## src/rtl/quad_step_decoder.sv

```systemverilog
// Rotary encoder front end: synchronizes and debounces both channels, then
// turns each debounced A rising edge into a step with direction and a wrapped position.
module quad_step_decoder #(
    parameter int unsigned DEB_CYCLES = 50000,
    parameter int unsigned POS_MOD    = 20
) (
    input  logic       clk,
    input  logic       rst,
    input  logic       sw,
    input  logic       dt,
    output logic       step,
    output logic       dir,
    output logic [4:0] pos,
    output logic       a_db,
    output logic       b_db
);

    localparam int unsigned CNT_W = 16;
    localparam int unsigned POS_W = 5;
    localparam logic [CNT_W-1:0] DEB_MAX = CNT_W'(DEB_CYCLES - 1);
    localparam logic [POS_W-1:0] POS_MAX = POS_W'(POS_MOD - 1);

    logic             sw_s1_q, sw_s1_d, sw_s2_q, sw_s2_d;
    logic             dt_s1_q, dt_s1_d, dt_s2_q, dt_s2_d;
    logic [CNT_W-1:0] cnt_a_q, cnt_a_d, cnt_b_q, cnt_b_d;
    logic             a_db_q, a_db_d, b_db_q, b_db_d;
    logic             a_prev_q, a_prev_d, b_prev_q, b_prev_d;
    logic             step_q, step_d, dir_q, dir_d;
    logic [POS_W-1:0] pos_q, pos_d;

    always_comb begin
        sw_s1_d  = sw;
        sw_s2_d  = sw_s1_q;
        dt_s1_d  = dt;
        dt_s2_d  = dt_s1_q;
        cnt_a_d  = cnt_a_q;
        cnt_b_d  = cnt_b_q;
        a_db_d   = a_db_q;
        b_db_d   = b_db_q;
        a_prev_d = a_db_q;
        b_prev_d = b_db_q;
        step_d   = 1'b0;
        dir_d    = dir_q;
        pos_d    = pos_q;

        // Debounce: accept a change only after DEB_CYCLES consecutive differing samples
        if (sw_s2_q == a_db_q) begin
            cnt_a_d = '0;
        end else if (cnt_a_q == DEB_MAX) begin
            a_db_d  = sw_s2_q;
            cnt_a_d = '0;
        end else begin
            cnt_a_d = cnt_a_q + CNT_W'(1);
        end

        if (dt_s2_q == b_db_q) begin
            cnt_b_d = '0;
        end else if (cnt_b_q == DEB_MAX) begin
            b_db_d  = dt_s2_q;
            cnt_b_d = '0;
        end else begin
            cnt_b_d = cnt_b_q + CNT_W'(1);
        end

        // b_prev_q is B as it was before the cycle A rose, so a simultaneous B change is ignored
        if (!a_prev_q && a_db_q) begin
            step_d = 1'b1;
            dir_d  = b_prev_q;
            if (b_prev_q) begin
                pos_d = (pos_q == POS_MAX) ? '0 : pos_q + POS_W'(1);
            end else begin
                pos_d = (pos_q == '0) ? POS_MAX : pos_q - POS_W'(1);
            end
        end
    end

    always_ff @(posedge clk or posedge rst) begin
        if (rst) begin
            sw_s1_q  <= 1'b0;
            sw_s2_q  <= 1'b0;
            dt_s1_q  <= 1'b0;
            dt_s2_q  <= 1'b0;
            cnt_a_q  <= '0;
            cnt_b_q  <= '0;
            a_db_q   <= 1'b0;
            b_db_q   <= 1'b0;
            a_prev_q <= 1'b0;
            b_prev_q <= 1'b0;
            step_q   <= 1'b0;
            dir_q    <= 1'b1;
            pos_q    <= '0;
        end else begin
            sw_s1_q  <= sw_s1_d;
            sw_s2_q  <= sw_s2_d;
            dt_s1_q  <= dt_s1_d;
            dt_s2_q  <= dt_s2_d;
            cnt_a_q  <= cnt_a_d;
            cnt_b_q  <= cnt_b_d;
            a_db_q   <= a_db_d;
            b_db_q   <= b_db_d;
            a_prev_q <= a_prev_d;
            b_prev_q <= b_prev_d;
            step_q   <= step_d;
            dir_q    <= dir_d;
            pos_q    <= pos_d;
        end
    end

    assign step = step_q;
    assign dir  = dir_q;
    assign pos  = pos_q;
    assign a_db = a_db_q;
    assign b_db = b_db_q;

endmodule

```

## config.mk

```make
export PLATFORM = sky130hd
export DESIGN_NAME = quad_step_decoder
export DESIGN_NICKNAME = d
export VERILOG_FILES = /design/src/rtl/quad_step_decoder.sv
export SDC_FILE = /design/constraint.sdc
export NUM_CORES = 1
export LEC_CHECK = 0
export BUFFER_PORTS_ARGS = -buffer_cell sky130_fd_sc_hd__buf_2
export CORE_UTILIZATION = 50
export CTS_CLUSTER_SIZE = 10
export DETAILED_ROUTE_END_ITERATION = 12
export PLACE_DENSITY = 0.82
export SYNTH_ARGS = -nofsm -noshare
export SYNTH_HDL_FRONTEND = slang
export SYNTH_SLANG_ARGS = --single-unit
```

## constraint.sdc

```tcl
create_clock -name clk -period 1.35 [get_ports clk]
set_input_delay 0.135 -clock clk [delete_from_list [all_inputs] [get_ports clk]]
set_output_delay 0.135 -clock clk [all_outputs]
set_load 0.02 [all_outputs]
```

# After elaboration in Yosys (flattened, before gate mapping)
# Index checks and enable logic that the tools add are counted.
classes:
  n_addsub: 4
  div_mod_pow: 0
  n_eq_ne: 5
  shifts: 0
  mux: 8
  n_reduce_logical: 5
  multipliers: 0
  bitwise_logic: 2
  magnitude_cmp: 0
ops:
  columns: ["cell", "n"]
  rows:
  - ["$mux W16", 4]
  - ["$add A16 B1 Y16 const B", 2]
  - ["$eq A16 B16 Y1 const B", 2]
  - ["$mux W5", 3]
  - ["$add A5 B1 Y5 const B", 1]
  - ["$eq A5 B5 Y1 const B", 1]
  - ["$logic_not A5 Y1", 1]
  - ["$sub A5 B1 Y5 const B", 1]
  - ["$reduce_and A2 Y1", 2]
  - ["$eq A1 B1 Y1", 2]
  - ["$not A1 Y1", 2]
  - ["$logic_and A1 B1 Y1", 1]
  - ["$logic_not A1 Y1", 1]
  - ["$mux W1", 1]
totals:
  latchBits: 0
  out_inout_bits: 9
  romBits: 0
  input_bits: 4
  ff_bits: 47
  ram_bits: 0
  wordCells: 37
  mem_count: 0

# Logic depth before layout (Yosys ltp)
# Gate-level depths: netlist of the first run.
depth:
  ltp_word: 3
  mapped_depth: 6
  mapped_depth_nobuf: 6

# Least setup slack after synthesis of the first run
# OpenSTA, ideal clock, no wires.
synth_timing:
  path_type: "register to register"
  from: "register pos_q[2], in the netlist pos[2]"
  to: "register pos_q[3], in the netlist pos[3]"
  path_slack_ps: -149
  required_ps: 1270
  setup_time_ps: 80
  period_less_slack_ps: 1499
  path_buffers: 1
  path_stages_with_launch: 6
  arrival_time_ps: 1419
  path_cell_list: "dfrtp_1 clkbuf_1 or4_1 o21ai_0 nand2_1 mux2i_1"
synth_between:
  elab_chain_cells: 3
  elab_cells_between_ends: 7
  cone_classes: "add/sub (2); eq/ne (1); mux (3); reduce/logical (1)"
synth_rtl:
  columns: ["element", "line", "rtl"]
  rows:
  - ["start, declared", "29", "logic [POS_W-1:0] pos_q, pos_d;"]
  - ["start signal, assigned", "105", "pos_q <= pos_d;"]
  - ["$sub A5 B1 Y5, or another cell as far along", "72", "pos_d = (pos_q == '0) ? POS_MAX : pos_q - POS_W'(1);"]
  - ["$mux W5, on equally long branches", "72, 70", null]
  - ["$mux W5 (*)", "69", "if (b_prev_q) begin"]
# Every way passes the cells marked *; elsewhere a longest branch is shown, timed or not.
# A chain may end at the register's enable or synchronous reset.

# Worst setup path in the final report of the first run
layout_timing:
  from: "register cnt_b_q[0]"
  to: "register cnt_b_q[15]"
layout_between:
  elab_chain_cells: 3
  elab_cells_between_ends: 4
  cone_classes: "add/sub (1); eq/ne (1); mux (2)"
layout_rtl:
  columns: ["element", "line", "rtl"]
  rows:
  - ["start, declared", "25", "logic [CNT_W-1:0] cnt_a_q, cnt_a_d, cnt_b_q, cnt_b_d;"]
  - ["start signal, assigned", "98", "cnt_b_q <= cnt_b_d;"]
  - ["$add A16 B1 Y16 / $eq A16 B16 Y1 (equally long branches)", "62, 58", null]
  - ["$mux W16 (*)", "58", "end else if (cnt_b_q == DEB_MAX) begin"]
  - ["$mux W16 (*)", "56", "if (dt_s2_q == b_db_q) begin"]
  - ["via cnt_b_d[15]", "25", null]
# The timed path passes the listed nets; every way through them passes the cells marked *.

==> results of run 1 <==
placed cells by master (no fill, tap or decap), types with 3 or more instances in the layout:
cell / n
sky130_fd_sc_hd__inv_1: 8
sky130_fd_sc_hd__nor2_1: 16
sky130_fd_sc_hd__dfrtp_1: 41
sky130_fd_sc_hd__nand3_1: 10
sky130_fd_sc_hd__dfrtp_2: 5
sky130_fd_sc_hd__a21oi_1: 4
sky130_fd_sc_hd__buf_2: 12
sky130_fd_sc_hd__dlygate4sd3_1: 3
sky130_fd_sc_hd__a21oi_2: 4
sky130_fd_sc_hd__nand4_1: 6
sky130_fd_sc_hd__ha_4: 4
sky130_fd_sc_hd__xnor2_1: 22
sky130_fd_sc_hd__nand3_4: 3
sky130_fd_sc_hd__clkbuf_8: 6
sky130_fd_sc_hd__nor2_4: 12
sky130_fd_sc_hd__nor4_2: 4
sky130_fd_sc_hd__nand4_2: 3
sky130_fd_sc_hd__buf_4: 53
sky130_fd_sc_hd__inv_2: 3
sky130_fd_sc_hd__xor2_1: 6
sky130_fd_sc_hd__nand2_1: 10
sky130_fd_sc_hd__nor3_1: 8
power groups by stage:
stage	combinational [W]	sequential, W	clock [W]
floorplan	0.0000571	0.00147	0
global placement	0.000106	0.00147	0
detailed placement	0.000111	0.00147	0
CTS	0.000122	0.00144	0.000887
global route	0.000182	0.00145	0.000954
finish	0.000167	0.00145	0.000867
path summary, 6_finish.rpt:
kind	start	to	slack (ns)	depth (start not counted)
hold / removal	sw_s1_q$_DFF_PP0_	sw_s2_q$_DFF_PP0_	0.35	0
min in group asynchronous	rst	a_db$_DFFE_PP0P_	0.41	4
setup reg to reg	cnt_b_q[0]$_DFF_PP0_	cnt_b_q[15]$_DFF_PP0_	-0.17	6
setup / recovery	cnt_b_q[0]$_DFF_PP0_	cnt_b_q[15]$_DFF_PP0_	-0.17	6
max in group asynchronous	rst	dir$_DFFE_PP1P_	0.66	4
hold reg to reg	sw_s1_q$_DFF_PP0_	sw_s2_q$_DFF_PP0_	0.35	0
final cells by class:
class                   count  share of cell area [%]
clock inverters             1                   0.152
inverters                  11                    1.25
flip-flops and latches     47                    36.0
repair buffers             73                    17.5
clock buffers               7                    2.62
well taps                  52                    1.98
multi-input cells         153                    40.6
routing by layer:
metal	wire, um	vias to the layer above	global-route usage [%]
li1	-	906	-
met1	2310	977	26.1
met2	3120	53	39.4
met3	180	18	4.51
met4	121	0	9.75
met5	0	-	0
cell families (layout without fill, tap and decap cells):
family                   count (synthesis)  count (layout)
AO/OA/AOI/OAI                           17              17
XOR/XNOR                                29              29
adder cells (fa/ha/maj)                  4               4
buffers and inverters                   16              92
flip-flops                              47              47
multiplexers                             4               4
AND/OR/NAND/NOR                         99              99
repair_timing:
action | in CTS | in global routing
pin swaps | 17 | 29
setup buffers | 4 | 9
gates resized for setup | 22 | 42
endpoints found under the hold margin | 48 | 0
gates cloned | 0 | 1
hold buffers | 3 | 0
endpoints found under the setup margin | 35 | 37
registers in the layout (all words and copies together), names as in the netlist:
| name | flops |
|---|---|
| step | 1 |
| cnt_a_q | 16 |
| dt_s1_q | 1 |
| dt_s2_q | 1 |
| pos | 5 |
| b_prev_q | 1 |
| sw_s2_q | 1 |
| b_db | 1 |
| dir | 1 |
| a_prev_q | 1 |
| a_db | 1 |
| sw_s1_q | 1 |
| cnt_b_q | 16 |
through the flow:
step | std cells | area (um^2) | setup TNS [ns] | setup slack (ns) | utilization [%]
5_1_grt | 344 | 3290 | -6.69 | -0.234 | 75.6
6_report | 344 | 3290 | -4.33 | -0.167 | 75.6
3_5_place_dp | 319 | 2750 | -3.41 | -0.169 | 63.2
4_1_cts | 334 | 3010 | -1.94 | -0.115 | 69.2
2_1_floorplan | 216 | 2310 | -0.855 | -0.115 | -
3_3_place_gp | 319 | 2750 | -1.64 | -0.0886 | 63.2
==> metrics.txt, run 1 <==
half-perimeter wire length of the detailed placement result=about 3400 um; portion of netlist area occupied by mux cells=between 1.5 and 2%; largest net degree at the start of global routing=48; CP most frequent cell=sky130_fd_sc_hd__buf_4; die area=0.00479 mm^2; placer's final routability congestion estimate=0.848; max incr delay on CP=0.40 ns; Worst-path clk slew=~0.09 ns; drt initial violations=99; Post-Synthesis Mean Instance Area=10.5 um^2; required time at the endpoint of the critical path=about 1.5 ns; library cell contributing the largest single delay on the critical path=sky130_fd_sc_hd__dfrtp_1; critical path data arrival time=about 1.7 ns; deepest clock path buffer count=2; initial core utilization=between 50% and 60%; clock sink count=47; clock tree skew after final layout=0.0122 ns; share of post-route cells with drive strength above 1=a little under half; unique cell type count in the Yosys netlist=31; DRC violation count after routing=0; simple-gate share of the synthesized area=between 20 and 30%; via count of the routed design=1954; Clock H-tree levels=2; category of cells accounting for the largest share of critical-path delay=flip-flops; cell taking the most area after synthesis=sky130_fd_sc_hd__dfrtp_1; launching element type of the critical path=register; leakage dissipation=roughly 1.4 nW; Synth Area in Compound Gates=under 10%; clock latency on the worst-skew pair=0.30 ns; grt ovf=0; tightest slew margin relative to the limit=76.7%; worst hold-check path type=reg -> reg; sequential share of power=a little under 60%; post-synthesis async set-or-reset flop share=between 90% and 100%; Post-synth EDFFs=0; combinational family with the most area after synthesis=simple AND/OR/NAND/NOR gates; violations in the final reports=negative setup slack; time the final worst path needs with I/O delays and setup=approximately 1.5 ns; ANT nets after route=0; master cell of the clock root buffer=sky130_fd_sc_hd__clkbuf_8; area growth from synthesis to final layout=45.7%; drt wl/cell=16.7 um; via density per instance=about 5.7; fraction of the mapped netlist area in adder cells=under 10%; nets=~300; TritonCTS clock tree=yes; total power density per cell area=about 750 mW/mm^2; total of warnings raised by yosys=0; xor and xnor area share after synthesis=between 10 and 15%; power dissipated by switching net loads=around 0.00057 W; most repeated cell in the gate-level netlist after synthesis=sky130_fd_sc_hd__dfrtp_1; outcome=finished with violations; post-route clock period utilization=112%; RSZ-0062 raised after global routing=true; number of violations of the max-capacitance limit=0; Final Hold Vio Count=0; DIE WIDTH=around 69 um; setup slack after layout=-0.167 ns; vias in the first global route=1933; overall power of the completed layout=0.00248 W; largest fanout on the critical path=2; synthesized flop and latch total=between 40 and 50; Sequential Area=between 0.001 and 0.0015 mm^2; DRT Wirelength=between 5000 and 6000 um; row count=24; hold slack=0.355 ns; cts bufs inserted=5; cell-internal power=around 0.0019 W; first-pass GRT wire length=approximately 8400 um; total of buffers placed on input and output ports=12; gate count of the mapped netlist=~220; Worst Setup End Kind=register; antenna violations before repair=0; critical path cell sequence=buf_4 -> nand4_2 -> or2_4 -> buf_4 -> o31ai_1 -> a21oi_2; synthesized net count=roughly 220; sequential element share of the synthesized area=a little over half; number of I/O pins=13; Buffers & Inverters on Critical Path=2; ranking of synthesized cells by area=sky130_fd_sc_hd__dfrtp_1, sky130_fd_sc_hd__xnor2_1, sky130_fd_sc_hd__nor2_1, sky130_fd_sc_hd__xor2_1, sky130_fd_sc_hd__nand3_1; critical path class=reg -> reg; Synth Cell Area=between 0.002 and 0.0025 mm^2; Placeable Area=about 0.0044 mm^2; proportion of netlist area held by the largest area contributor=between 50 and 60%; diodes inserted=0; pins over their slew limit=0; dominant register cell in the synthesized netlist=sky130_fd_sc_hd__dfrtp_1; top cells by count, synth=sky130_fd_sc_hd__dfrtp_1, sky130_fd_sc_hd__nor2_1, sky130_fd_sc_hd__xnor2_1; upper clock frequency limit=between 600 and 700 MHz; part of the total power dissipated in combinational logic=approximately 6.7%; Pre-Repair DR Iteration Count=4; share of total power consumed by net switching=22.8%; Global Route Usage Sum=22.3%; Clock power frac=a little over a third; endpoints failing setup=36; Layout fillers=about 260; multi-input logic area=about 0.0013 mm^2; die span in y=between 60 and 70 um; highest ir drop seen on vdd=around 760 uV; transition time of the tightest slew-check pin=around 0.35 ns
(Power assumes the default switching activity.)
==> inputs of run 2 (changes only) <==
Settings changed: ABC_AREA set to 1, SKIP_LAST_GASP set to 1.
==> run 2 against run 1 <==
The flow now finishes without violations; register-to-register slack gained 0.22 ns; sequential power about the same; critical path depth grew 2; sequential cell count unchanged; via count up 13%; critical endpoint is now cnt_a_q[8]$_DFF_PP0_; power up 6.9%; highest routed layer unchanged; routed wire length shrank 3.7%; combinational power decreased by 22%; largest power group unchanged.
==> metrics.txt, run 2 <==
Post-Synthesis Mean Instance Area=~8.0 um^2; upper clock frequency limit=between 700 and 800 MHz; met2 routed wirelength=roughly 2900 um; placer's final routability congestion estimate=between 0.8 and 0.9; die area=roughly 0.0055 mm^2; top layer reached by signal wires=met4; number of cell instances on the worst register-to-register path=8; power dissipated by switching net loads=between 0.0005 and 0.0006 W; Layout fillers=~390; clock latency on the worst-skew pair=around 0.3 ns; clock tree skew after final layout=roughly 0.0056 ns; time the final worst path needs with I/O delays and setup=approximately 1.3 ns; via density per instance=5.14; synthesized net count=335; DRT Wirelength=between 5000 and 6000 um; total power density per cell area=855 mW/mm^2; vias in the first global route=approximately 2200; unique cell type count in the Yosys netlist=29; initial core utilization=between 50% and 60%; half-perimeter wire length of the detailed placement result=about 3900 um; Final Hold Vio Count=0; TritonCTS clock tree=yes; Sequential Area=between 0.001 and 0.0015 mm^2; clock sink count=between 40 and 50; sequential element share of the synthesized area=about 45%; nets=370; setup slack after layout=0.0553 ns; worst hold-check path type=in -> async; share of total power consumed by net switching=21.6%; proportion of netlist area held by the largest area contributor=between 40% and 50%; most frequent standard cell in the layout excluding fill and tap cells=sky130_fd_sc_hd__nand2_1; endpoints failing setup=0; pins over their slew limit=0; Pre-Repair DR Iteration Count=4; routed length on met1=around 2300 um; Synth Cell Area=between 0.002 and 0.003 mm^2; library cell contributing the largest single delay on the critical path=sky130_fd_sc_hd__dfrtp_1; worst r2r dst=cnt_a_q[8]$_DFF_PP0_; Clock H-tree levels=2; required time at the endpoint of the critical path=1.54 ns; deepest clock path buffer count=2; Detail Route met3 WL=around 190 um; leakage dissipation=between 1 and 1.5 nW; critical path cell sequence=inv_1 -> nand2_1 -> nor2_2 -> nand2_4 -> nor2_4 -> nor2_4 -> nand2_1 -> nor2_1; most repeated cell in the gate-level netlist after synthesis=sky130_fd_sc_hd__nand2_1; post-synthesis async set-or-reset flop share=100%; Clock power frac=40.6%; DRC violation count after routing=0; top cells by count, synth=sky130_fd_sc_hd__nand2_1, sky130_fd_sc_hd__nor2_1, sky130_fd_sc_hd__dfrtp_1; Post-synth EDFFs=0; share of post-route cells with drive strength above 1=between 20% and 30%; Placeable Area=0.00488 mm^2; RSZ-0062 raised after global routing=true; setup slack at placement=approximately 0.011 ns; part of the total power dissipated in combinational logic=4.9%; cts bufs inserted=5; outcome=finished, final reports clean; post-route clock period utilization=between 90% and 100%; drt initial violations=about 190; ranking of synthesized cells by area=sky130_fd_sc_hd__dfrtp_1, sky130_fd_sc_hd__nand2_1, sky130_fd_sc_hd__nor2_1, sky130_fd_sc_hd__inv_1, sky130_fd_sc_hd__xor2_1; ANT nets after route=0; sequential share of power=between 50 and 60%; critical path class=reg -> reg; Global Route Usage Sum=between 20% and 30%; DIE WIDTH=about 74 um; grt ovf=0; synthesized flop and latch total=47; gate count of the mapped netlist=approximately 330; critical path data arrival time=between 1 and 1.5 ns; R2R setup slack=about 0.055 ns; number of I/O pins=13; number of violations of the max-capacitance limit=0; max incr delay on CP=slightly below 0.4 ns; largest fanout on the critical path=4; largest net degree at the start of global routing=32; Worst-path clk slew=0.09 ns; tightest slew margin relative to the limit=a little over two thirds; hold slack=between 0.3 and 0.4 ns; dominant register cell in the synthesized netlist=sky130_fd_sc_hd__dfrtp_1; overall power of the completed layout=around 0.0027 W; drt wl/cell=12.8 um; total of warnings raised by yosys=0; multi-input logic area=between 0.001 and 0.0015 mm^2; category of cells accounting for the largest share of critical-path delay=simple AND/OR/NAND/NOR gates; diodes inserted=0; launching element type of the critical path=register; transition time of the tightest slew-check pin=about 0.45 ns; antenna violations before repair=0; area growth from synthesis to final layout=18.5%; Buffers & Inverters on Critical Path=1; cell-internal power=roughly 0.0021 W; Worst Setup End Kind=register; highest ir drop seen on vdd=about 570 uV; die span in y=roughly 74 um; total of buffers placed on input and output ports=12; reg-to-reg startpoint=cnt_a_q[5]$_DFF_PP0_; via count of the routed design=roughly 2200; master cell of the clock root buffer=sky130_fd_sc_hd__clkbuf_8; row count=25; first-pass GRT wire length=9070 um; cell taking the most area after synthesis=sky130_fd_sc_hd__dfrtp_1; commonest non-fill, non-tap cells in the layout=sky130_fd_sc_hd__nand2_1, sky130_fd_sc_hd__nor2_1, sky130_fd_sc_hd__dfrtp_1
[run 2: cell types whose count changed in the layout (fill, tap and decap cells not counted), moves of 6 or more]
cell                      change
sky130_fd_sc_hd__xnor2_1     -19
sky130_fd_sc_hd__o21ai_0      +6
sky130_fd_sc_hd__nor2_2       +7
sky130_fd_sc_hd__nand2_2      +7
sky130_fd_sc_hd__xor2_1       +8
sky130_fd_sc_hd__buf_4       -40
sky130_fd_sc_hd__nand2_1     +64
sky130_fd_sc_hd__nor2_1      +43
sky130_fd_sc_hd__inv_1       +24
sky130_fd_sc_hd__nand3_1      +8
[run 2: what timing repair did]
item / CTS / global route
hold buffers: 3 / 0
pin swaps: 1 / 3
gates resized for setup: 2 / 21
hold endpoints to repair: 17 / 0
setup buffers: 1 / 4
setup endpoints to repair: 2 / 30
[run 2: area by class of cell]
| class | count | share of cell area [%] |
|---|---|---|
| multi-input combinational | 239 | 43.9 |
| inverter | 40 | 4.83 |
| sequential | 47 | 38.1 |
| tap | 67 | 2.70 |
| timing repair buffer | 29 | 6.69 |
| clock buffer | 6 | 2.66 |
| clock inverter | 2 | 1.13 |
[run 2: worst max-delay path by stage]
| stage | startpoint | endpoint | slack (ns) | depth (start not counted) |
|---|---|---|---|---|
| after floorplan | pos[0]$_DFFE_PP0P_ | pos[4]$_DFFE_PP0P_ | 0.01 | 8 |
| after global placement | cnt_a_q[1]$_DFF_PP0_ | cnt_a_q[10]$_DFF_PP0_ | 0.06 | 8 |
| after detailed placement | cnt_a_q[1]$_DFF_PP0_ | cnt_a_q[8]$_DFF_PP0_ | 0.01 | 8 |
| after CTS | cnt_b_q[1]$_DFF_PP0_ | cnt_b_q[8]$_DFF_PP0_ | 0.02 | 6 |
| after global routing | cnt_a_q[5]$_DFF_PP0_ | cnt_a_q[8]$_DFF_PP0_ | -0.05 | 8 |
| final | cnt_a_q[5]$_DFF_PP0_ | cnt_a_q[8]$_DFF_PP0_ | 0.06 | 8 |
[run 2: layer usage]
| layer | up-vias | track usage, % |
|---|---|---|
| met4 | 0 | 10.9 |
| met2 | 64 | 39.3 |
| met1 | 1046 | 24.7 |
| met5 | - | 0 |
| met3 | 11 | 4.20 |
| li1 | 1089 | - |
[run 2: tightest hold or removal path, cell delays in order]
cell and delay [ns]:
sky130_fd_sc_hd__dlygate4sd3_1 0.54, sky130_fd_sc_hd__buf_2 0.13, sky130_fd_sc_hd__inv_2 0.28
[run 2: power by group through the flow]
stage          Clock, W  Combinational [W]  Sequential [W]
2_1_floorplan         0          0.0000748         0.00147
3_3_place_gp          0           0.000112         0.00147
3_5_place_dp          0           0.000115         0.00147
4_1_cts         0.00109           0.000129         0.00144
5_1_grt         0.00115           0.000147         0.00145
6_report        0.00108           0.000130         0.00145
[run 2: cell families (layout without fill, tap and decap cells)]
group | count (synthesis) | after routing | synth area share [%]
simple gates | 196 | 196 | 35.3
compound gates | 20 | 20 | 5.01
buf+inv | 41 | 77 | 5.92
xor+xnor | 19 | 19 | 6.92
flops | 47 | 47 | 44.9
fa+ha+maj | 4 | 4 | 1.91
[run 2: per-stage QoR]
stage	util [%]	instance area (um^2)	TNS, ns	cells
4_1_cts	61.5	3000	0	426
6_report	63.6	3110	0	430
5_1_grt	63.6	3110	-0.353	430
2_1_floorplan	-	2620	0	327
3_3_place_gp	58.2	2840	0	414
3_5_place_dp	58.2	2840	0	414
==> inputs of run 3 (changes only) <==
Settings changed: CORE_UTILIZATION 50 to 35, PLACE_DENSITY 0.82 to 0.64.
==> run 3 against run 2 <==
Register-to-register slack hardly changed; die area grew 42%; utilization shrank 20 points; count of clock-buffer cells in the layout did not move; cell count increased by 8.6%; via count decreased by 4.3%; sequential power is essentially flat; sequential share of layout area down 0.86 points; sequential cell count did not move; largest cell class unchanged; non-clock buffer count increased by 5; highest routed layer unchanged; global-route usage decreased by 6.7 points; clock power about the same.
==> metrics.txt, run 3 (same netlist as run 2, synthesis figures left out) <==
highest ir drop seen on vdd=approximately 360 uV; leakage dissipation=about 1.4 nW; cts bufs inserted=5; Worst-path clk slew=around 0.09 ns; die span in y=roughly 90 um; DRC violation count after routing=0; DIE WIDTH=approximately 89 um; overall power of the completed layout=around 0.0027 W; total of buffers placed on input and output ports=12; drt initial violations=100; post-route clock period utilization=a little over nine tenths; Final Hold Vio Count=0; Global Route Usage Sum=15.2%; number of violations of the max-capacitance limit=0; master cell of the clock root buffer=sky130_fd_sc_hd__clkbuf_8; grt ovf=0; deepest clock path buffer count=2; clock sink count=47; upper clock frequency limit=between 700 and 800 MHz; initial core utilization=approximately 36%; RSZ-0062 raised after global routing=true; worst hold-check path type=in -> async; antenna violations before repair=0; largest net degree at the start of global routing=22; required time at the endpoint of the critical path=between 1 and 1.5 ns; tightest slew margin relative to the limit=around 76%; placer's final routability congestion estimate=roughly 0.9; number of cell instances on the worst register-to-register path=7; first-pass GRT wire length=between 9000 and 10000 um; Clock H-tree levels=2; number of I/O pins=13; nets=between 300 and 400; pins over their slew limit=0; row count=31; reg-to-reg startpoint=cnt_a_q[10]$_DFF_PP0_; TritonCTS clock tree=yes; transition time of the tightest slew-check pin=0.362 ns; via density per instance=roughly 4.5; endpoints failing setup=0; worst r2r dst=cnt_a_q[12]$_DFF_PP0_; Pre-Repair DR Iteration Count=4; vias in the first global route=just under 2000; final core utilization=about 44%; clock latency on the worst-skew pair=about 0.30 ns; diodes inserted=0; Worst Setup End Kind=primary output; time the final worst path needs with I/O delays and setup=approximately 1.3 ns; largest fanout on the critical path=5; launching element type of the critical path=register; DRT Wirelength=between 5000 and 6000 um; Placeable Area=~0.0073 mm^2; critical path data arrival time=1.17 ns; outcome=finished, final reports clean; R2R setup slack=roughly 0.06 ns; most frequent standard cell in the layout excluding fill and tap cells=sky130_fd_sc_hd__nand2_1; critical path class=reg -> out; number of cells after detailed placement=448; drt wl/cell=around 11 um; clock tree skew after final layout=0.0122 ns; share of post-route cells with drive strength above 1=approximately a quarter; via count of the routed design=2116; die area=around 0.0078 mm^2; post-layout instance count excluding filler cells=between 400 and 500; total power density per cell area=837 mW/mm^2; half-perimeter wire length of the detailed placement result=3970 um; area growth from synthesis to final layout=21.1%; ANT nets after route=0; commonest non-fill, non-tap cells in the layout=sky130_fd_sc_hd__nand2_1, sky130_fd_sc_hd__nor2_1, sky130_fd_sc_hd__dfrtp_1
## run 3: what timing repair did
action | in CTS | in global routing
resized for setup | 1 | 21
endpoints found under the setup margin | 11 | 29
buffers inserted | 1 | 7
hold endpoints to repair | 10 | 0
hold buffers | 3 | 0
pin swaps | 1 | 9
## run 3: worst max path at each step
stage / from / end
after floorplan: pos[0]$_DFFE_PP0P_ / pos[4]$_DFFE_PP0P_
after global placement: cnt_b_q[1]$_DFF_PP0_ / cnt_b_q[8]$_DFF_PP0_
after detailed placement: cnt_b_q[0]$_DFF_PP0_ / cnt_b_q[6]$_DFF_PP0_
after CTS: cnt_a_q[1]$_DFF_PP0_ / cnt_a_q[8]$_DFF_PP0_
after global routing: cnt_a_q[10]$_DFF_PP0_ / cnt_a_q[12]$_DFF_PP0_
final: pos[0]$_DFFE_PP0P_ / pos[0]
## run 3: where the power goes
| group | total (W) | switching, W | internal, W |
|---|---|---|---|
| sequential | 0.00145 | 0.0000198 | 0.00143 |
| combinational | 0.000144 | 0.0000816 | 0.0000623 |
| clock | 0.00107 | 0.000468 | 0.000599 |
## run 3: area by class of cell
type	count	area [um^2]
inverters	40	150
repair buffers	34	245
flip-flops and latches	47	1180
clock inverters	2	35.0
clock buffers	6	82.6
multi-input cells	239	1360
fillers	716	4080
well taps	99	124
## run 3: critical path: stages, from the launching register on
cell                      delay, ns
sky130_fd_sc_hd__dfrtp_2       0.45
sky130_fd_sc_hd__buf_4         0.15
sky130_fd_sc_hd__buf_4         0.12
sky130_fd_sc_hd__buf_2         0.15
## run 3: metal layers
| metal | routed length [um] | up-vias | global-route usage [%] |
|---|---|---|---|
| li1 | - | 1096 | - |
| met1 | 2590 | 991 | 19.6 |
| met2 | 2550 | 22 | 25.5 |
| met3 | 145 | 7 | 3.17 |
| met4 | 81 | 0 | 5.28 |
| met5 | 0 | - | 0 |
## run 3: through the flow
stage | hold slack [ns] | setup TNS [ns] | cell area, um^2 | setup slack (ns)
floorplan | 0.166 | 0 | 2620 | 0.0130
global placement | 0.0874 | 0 | 2900 | 0.0436
detailed placement | 0.0895 | -0.102 | 2900 | -0.0225
CTS | 0.315 | 0 | 3060 | 0.0111
global route | 0.329 | -0.0386 | 3170 | -0.0214
finish | 0.316 | 0 | 3170 | 0.0439
